==> src/rtl/upf_subtractor_pipe.sv <==
// Two-stage pipelined subtractor with an exact upper half and a lower half
// split into K blocks, each exact or approximated according to a runtime mask.
module upf_subtractor_pipe #(
  parameter int unsigned N       = 32,
  parameter int unsigned K       = 4,
  parameter logic [K-1:0] CFG_RST = {K{1'b1}}
) (
  input  logic         clk_i,
  input  logic         rst_ni,
  input  logic         in_valid_i,
  output logic         in_ready_o,
  input  logic [N-1:0] a_i,
  input  logic [N-1:0] b_i,
  input  logic         cfg_we_i,
  input  logic [K-1:0] cfg_i,
  output logic [K-1:0] cfg_o,
  output logic         out_valid_o,
  input  logic         out_ready_i,
  output logic [N-1:0] d_o,
  output logic         borrow_o
);

  localparam int unsigned H = N / 2;
  localparam int unsigned W = H / K;

  logic [K-1:0] cfg_q;

  logic         s1_valid;
  logic [H-1:0] s1_lo;
  logic         s1_carry;
  logic [H-1:0] s1_a_hi;
  logic [H-1:0] s1_b_hi;

  logic         s2_valid;
  logic [N-1:0] d_q;
  logic         borrow_q;

  logic         s1_adv;
  logic         s2_adv;
  logic         accept;

  logic [H-1:0] lo_diff;
  logic         lo_carry;
  logic [H:0]   hi_sum;

  assign s2_adv     = !s2_valid || out_ready_i;
  assign s1_adv     = s2_adv || !s1_valid;
  assign in_ready_o = s1_adv;
  assign accept     = in_valid_i && in_ready_o;

  assign cfg_o       = cfg_q;
  assign out_valid_o = s2_valid;
  assign d_o         = d_q;
  assign borrow_o    = borrow_q;

  // Lower half: a + ~b + 1 block by block; an approximated block yields zeros
  // and forces its carry out to 1, so it never propagates a borrow upward.
  always_comb begin
    logic       carry;
    logic [W:0] blk;
    lo_diff = '0;
    carry   = 1'b1;
    blk     = '0;
    for (int j = 0; j < int'(K); j++) begin
      if (cfg_q[j]) begin
        blk = {1'b0, a_i[j*W +: W]} + {1'b0, ~b_i[j*W +: W]} + {{W{1'b0}}, carry};
        lo_diff[j*W +: W] = blk[W-1:0];
        carry             = blk[W];
      end else begin
        lo_diff[j*W +: W] = '0;
        carry             = 1'b1;
      end
    end
    lo_carry = carry;
  end

  assign hi_sum = {1'b0, s1_a_hi} + {1'b0, ~s1_b_hi} + {{H{1'b0}}, s1_carry};

  always_ff @(posedge clk_i or negedge rst_ni) begin
    if (!rst_ni) begin
      cfg_q <= CFG_RST;
    end else if (cfg_we_i) begin
      cfg_q <= cfg_i;
    end
  end

  // Stage 1 captures the lower result using the mask in effect before any
  // same-cycle configuration write.
  always_ff @(posedge clk_i or negedge rst_ni) begin
    if (!rst_ni) begin
      s1_valid <= 1'b0;
      s1_lo    <= '0;
      s1_carry <= 1'b0;
      s1_a_hi  <= '0;
      s1_b_hi  <= '0;
    end else if (s1_adv) begin
      s1_valid <= accept;
      if (accept) begin
        s1_lo    <= lo_diff;
        s1_carry <= lo_carry;
        s1_a_hi  <= a_i[N-1:H];
        s1_b_hi  <= b_i[N-1:H];
      end
    end
  end

  // Stage 2 holds the result stable while the consumer stalls.
  always_ff @(posedge clk_i or negedge rst_ni) begin
    if (!rst_ni) begin
      s2_valid <= 1'b0;
      d_q      <= '0;
      borrow_q <= 1'b0;
    end else if (s2_adv) begin
      s2_valid <= s1_valid;
      if (s1_valid) begin
        d_q      <= {hi_sum[H-1:0], s1_lo};
        borrow_q <= ~hi_sum[H];
      end
    end
  end

endmodule

==> config.mk <==
export PLATFORM = sky130hd
export DESIGN_NAME = upf_subtractor_pipe
export DESIGN_NICKNAME = d
export VERILOG_FILES = /design/src/rtl/upf_subtractor_pipe.sv
export SDC_FILE = /design/constraint.sdc
export NUM_CORES = 1
export LEC_CHECK = 0
export BUFFER_PORTS_ARGS = -buffer_cell sky130_fd_sc_hd__clkbuf_2
export CAP_MARGIN = 20
export CORE_MARGIN = 2
export CORE_UTILIZATION = 56
export CTS_BUF_LIST = sky130_fd_sc_hd__clkbuf_8
export CTS_CLUSTER_SIZE = 24
export DETAILED_ROUTE_END_ITERATION = 10
export PLACE_DENSITY = 0.82
export SYNTH_ARGS = -nofsm -noshare
export SYNTH_HDL_FRONTEND = slang
export SYNTH_SLANG_ARGS = --single-unit
==> constraint.sdc <==
create_clock -name clk_i -period 4.8 [get_ports clk_i]
set_clock_uncertainty 0.2 [all_clocks]
set_input_delay 0.96 -clock clk_i [delete_from_list [all_inputs] [get_ports clk_i]]
set_output_delay 0.96 -clock clk_i [all_outputs]
set_load 0.005 [all_outputs]
Word-level counts from Yosys, hierarchy flattened
Cells that the tools add are included.
{"block": "word_totals", "register_bits": 88, "in_bits": 73, "out_inout_bits": 39, "word_cells": 40}
{"block": "op_classes", "add_sub_neg": 10, "n_mux": 8, "n_bitwise": 6, "reduce_logical": 7}
{"operator": "4-bit by 4-bit adder with 5-bit output", "n": 4}
{"operator": "16-bit by 16-bit adder with 17-bit output", "n": 1}
{"operator": "17-bit by 1-bit adder with 17-bit output", "n": 1}
{"operator": "4-bit two-way mux", "n": 4}
{"operator": "16-bit inverter", "n": 1}
{"operator": "4-bit inverter", "n": 4}
{"operator": "5-bit by 1-bit adder with 5-bit output", "n": 3}
{"operator": "5-bit by 1-bit adder with 5-bit output, second input constant", "n": 1}
{"operator": "1-bit two-way mux", "n": 4}
{"operator": "2-bit AND reduction", "n": 2}
{"operator": "1-bit zero test", "n": 2}
{"operator": "1-bit logical OR", "n": 2}
{"operator": "1-bit logical AND", "n": 1}
{"operator": "1-bit inverter", "n": 1}

Depth between registers and ports, before layout
{"block": "depth", "ltp_word": 10, "ltp_mapped": 23, "mapped_depth_nobuf": 23}

Worst setup path before layout
No wires, ideal clock.
{"block": "synth_timing", "path_kind": "input -> register", "from": "input port a_i[0]", "to": "register s1_lo[13]", "setup_time_ns": 0.083, "arrival_time_ns": 5.290, "t_required_ns": 4.517, "slack_ns": -0.772, "path_stages": 21, "n_path_buf": 0, "cell_sequence": "inv_1 -> ha_1 -> inv_1 -> fa_1 -> a21o_1 -> a211o_1 -> fa_1 -> fa_1 -> a21o_1 -> nand2_1 -> nand3b_1 -> fa_1 -> fa_1 -> a21o_1 -> nand2_1 -> nand3b_1 -> fa_1 -> inv_1 -> fa_1 -> nand2b_1 -> o21ai_0"}
{"block": "synth_between", "elab_chain_len": 9}
{"element": "start, declared", "line": "12", "text": "input logic [N-1:0] a_i,"}
{"element": "4-bit by 4-bit adder with 5-bit output", "line": "66", "text": "blk = {1'b0, a_i[j*W +: W]} + {1'b0, ~b_i[j*W +: W]} + {{W{1'b0}}, carry};"}
{"element": "5-bit by 1-bit adder with 5-bit output", "line": "66"}
{"element": "1-bit two-way mux", "line": "65", "text": "if (cfg_q[j]) begin"}
{"element": "5-bit by 1-bit adder with 5-bit output", "line": "66"}
{"element": "1-bit two-way mux", "line": "65"}
{"element": "5-bit by 1-bit adder with 5-bit output", "line": "66"}
{"element": "1-bit two-way mux", "line": "65"}
{"element": "5-bit by 1-bit adder with 5-bit output", "line": "66"}
{"element": "4-bit two-way mux", "line": "65"}
{"element": "end signal, assigned", "line": "99", "text": "s1_lo <= lo_diff;"}
{"element": "end, declared", "line": "29", "text": "logic [H-1:0] s1_lo;"}
No other way between the ends.
A chain may end at the register's enable or synchronous reset.

Final worst setup path
Ends and elaborated chain as after synthesis.

==> impl_metrics.tcl <==
set metrics [dict create \
    status "finished with violations" \
    violations "negative setup slack" \
    ant_nets 0 \
    antenna_found_initial 0 \
    use_met1_pct 26.64 \
    fp.dieW_um 96.19 \
    grt_overflow 0 \
    ys_seq_area_share_pct 46.37 \
    crit_path_end "s1_lo[13]" \
    powerDensity_nw_per_um2 393.2 \
    firstDrtPassIters 4 \
    synthArstFlopShare_pct 100.0 \
    fill_cells 641 \
    required_ns 4.89 \
    start_util_pct 57.93 \
    hpwl_um 7056 \
    netlist_instances 475 \
    drc_errors 0 \
    coreArea_um2 8217 \
    syn_area_um2 4760 \
    slew_violations 0 \
    synth_compound_area_share_pct 12.85 \
    areaGrowthSynthToFinish_pct 21.19 \
    cp-start-kind "primary input" \
    synth_seq_cells 88 \
    clock.fmax_ghz 0.1942 \
    wl_um 9525 \
    period_needed_ns 5.148 \
    antenna_cells 0 \
    cts_buffer_depth 2 \
    cts.clk_slew.worst_paths_ns 0.10 \
    die_area_um2 9253 \
    tightest_slew_ns 0.8486 \
    rows 33 \
    final_util_pct 70.20 \
    cts_buffers 9 \
    p_leak_nw 2.966 \
    io_buffer_count 111 \
    clock_latency_ns 0.35 \
    r2r_slack_ns 0.43 \
    yosys_warnings 0 \
    fin_area_um2 5768 \
    yosysTopAreaCellShare_pct 44.16 \
    met2_usage_pct 38.43 \
    cts_root_buf "clkbuf_8" \
    drive_gt1_share_pct 33.78 \
    hold_viol 0 \
    cts.sinks 88 \
    synth.area.mux_share_pct 8.517 \
    r2r_end "s1_lo[13]" \
    htreeDepth 3 \
    final_nets 700 \
    cts_tree "yes" \
    synth.distinct_cells 43 \
    crit_fanout 2 \
    synth_area_leaders "dfrtp_1 (44%), mux2_2 (8.5%), nand2_1 (8.2%), ha_1 (7.4%), fa_1 (3.8%)" \
    grt_pass1_vias 3591 \
    post_dp_cell_area_um2 5472 \
    initialDrtViolationCount 123 \
    critical_path.endpoint_type "flip-flop" \
    die_h_um 96.19 \
    maxCapViolCount 0 \
    grtUsageTotal_pct 21.73 \
    synth-edff-count 0 \
    grt_max_degree 89 \
    synth_adder_area_share_pct 11.15 \
    grt_util_met3_pct 4.307 \
    place_congestion 0.8704 \
    finalCritPeriodShare_pct 107.3 \
    synth_top_family_by_area "simple AND/OR/NAND/NOR gates" \
    worstPathArrival_ns 5.24 \
    crit_type "primary input to flip-flop" \
    synth-xor-area-share_pct 3.128 \
    rsz0062_at_grt "yes" \
    grt_pass1_wl_um 15760 \
    worst_slack_ns -0.3480 \
    synth.avg_cell_area_um2 10.02 \
    hp-class "flip-flop to flip-flop" \
    power_w 0.002268 \
    io_pins 112 \
    via_per_inst 5.237 \
    syn_nets 585 \
    regToRegStartpoint "cfg_o[0]" \
    peakVddDrop_mv 0.2415 \
    wl_per_cell_um 13.61 \
    synth_ff_type "dfrtp_1" \
    synth-simple-area-share_pct 13.09 \
    setup_viol 4 \
    num_vias 3666 \
    synth_largest_area_cell "dfrtp_1" \
    slew-limit-headroom_pct 43.42 \
    grt_busiest_layer "met2" \
    reg2regPathDepth 17 \
    crit_start "a_i[0]" \
    hold_slack_ns 0.2653 \
]
[critical path: stages]
cell and delay, ns:
clkbuf_16 0.13, inv_12 0.04, ha_4 0.11, inv_2 0.03
fa_2 0.33, a21o_1 0.16, a211o_1 0.30, fa_2 0.36
fa_2 0.35, a21o_1 0.16, nand2_1 0.06, nand3b_1 0.09
fa_2 0.36, fa_2 0.35, a21o_1 0.17, nand2_1 0.06
nand3b_1 0.09, fa_2 0.37, inv_2 0.06, fa_2 0.42
nand2b_4 0.15, o21ai_2 0.09
[cell usage in the layout, fill, tap and decap left out, drive strengths merged, types with 2 or more instances in the layout]
cell	n
nor2	5
nor3	3
dfrtp	84
a21o	14
xor2	8
nand3	4
a21boi	2
buf	14
o21a	6
clkinv	3
o21ai	34
nand2	104
nand3b	4
clkbuf	119
a21oi	16
ha	28
a211o	2
and2	3
xnor2	9
a211oi	3
nand4	4
dfstp	4
and3	2
a221o	2
fa	9
inv	41
o211ai	5
o31ai	7
a41oi	2
nor2b	3
mux2	36
nand2b	8
[power breakdown]
part           leakage [nW]  internal [W]  switching [W]  total, W
registers              1.07      0.000906      0.0000968   0.00100
clock network         0.101      0.000242       0.000266  0.000508
logic                  1.79      0.000365       0.000392  0.000758
total                  2.97       0.00151       0.000755   0.00227
[synthesized netlist by cell type (3+ instances only)]
cell type    n
a211oi_1     3
a21o_1      12
a21oi_1     15
buf_1        3
buf_2        3
clkbuf_1    13
dfrtp_1     84
dfstp_2      4
fa_1         9
ha_1        28
inv_1       39
mux2_2      36
nand2_1    104
nand2b_1     8
nand3_1      4
nand3b_1     4
nand4_1      4
nor2_1       5
nor2b_1      3
nor3_1       3
o211ai_1     5
o21a_1       6
o21ai_0     32
o31ai_1      7
xnor2_1      9
xor2_1       8
[flip-flops by register name, indices dropped and copies added (netlist names)]
| name | count |
|---|---|
| borrow_o | 1 |
| cfg_o | 4 |
| d_o | 32 |
| out_valid_o | 1 |
| s1_a_hi | 16 |
| s1_b_hi | 16 |
| s1_carry | 1 |
| s1_lo | 16 |
| s1_valid | 1 |
[metrics by stage]
stage	setup TNS [ns]	instances	worst slack [ns]
after floorplan	-1.492	475	-0.4571
after global placement	-2.920	679	-0.7378
after detailed placement	-3.297	679	-0.8039
after CTS	-1.065	698	-0.3256
after global routing	-1.767	700	-0.4703
final	-1.105	700	-0.3480
[cells by family (layout without fill, tap and decap cells)]
logic type | count (synthesis) | in the layout
flip-flops | 88 | 88
XOR/XNOR | 17 | 17
AO/OA/AOI/OAI | 96 | 96
buffers and inverters | 59 | 179
multiplexers | 36 | 36
adder cells (fa/ha/maj) | 37 | 37
AND/OR/NAND/NOR | 142 | 142
[worst min-delay path by stage]
stage | from | depth (start not counted) | slack (ns) | end
floorplan | s1_lo[0] | 2 | 0.24 | d_o[0]
global placement | s1_lo[8] | 2 | 0.25 | d_o[8]
detailed placement | s1_lo[10] | 2 | 0.25 | d_o[10]
CTS | s1_lo[1] | 2 | 0.27 | d_o[1]
global route | s1_lo[1] | 2 | 0.30 | d_o[1]
finish | s1_lo[1] | 2 | 0.27 | d_o[1]
[area by class of cell]
| class | instances | area (µm²) | share of cell area (%) |
|---|---|---|---|
| Inverter | 39 | 158.9 | 2.755 |
| Clock buffer | 9 | 123.9 | 2.148 |
| Sequential cell | 88 | 2207 | 38.26 |
| Tap cell | 105 | 131.4 | 2.278 |
| Multi-Input combinational cell | 328 | 2379 | 41.24 |
| Timing Repair Buffer | 124 | 695.7 | 12.06 |
| Clock inverter | 7 | 72.57 | 1.258 |
[what timing repair did]
action | CTS | global route
resized for setup | 5 | 4
setup endpoints to repair | 5 | 5
hold buffers | 0 | 0
buffers inserted | 3 | 1
pin swaps | 2 | 2
[per-layer routing]
layer | vias to the layer above | part of all wire, %
li1 | 1837 | -
met4 | 0 | 1.3
met2 | 115 | 51
met1 | 1702 | 41
met3 | 12 | 6.8
met5 | - | 0
Note: power is estimated with default switching activity, not from simulation.
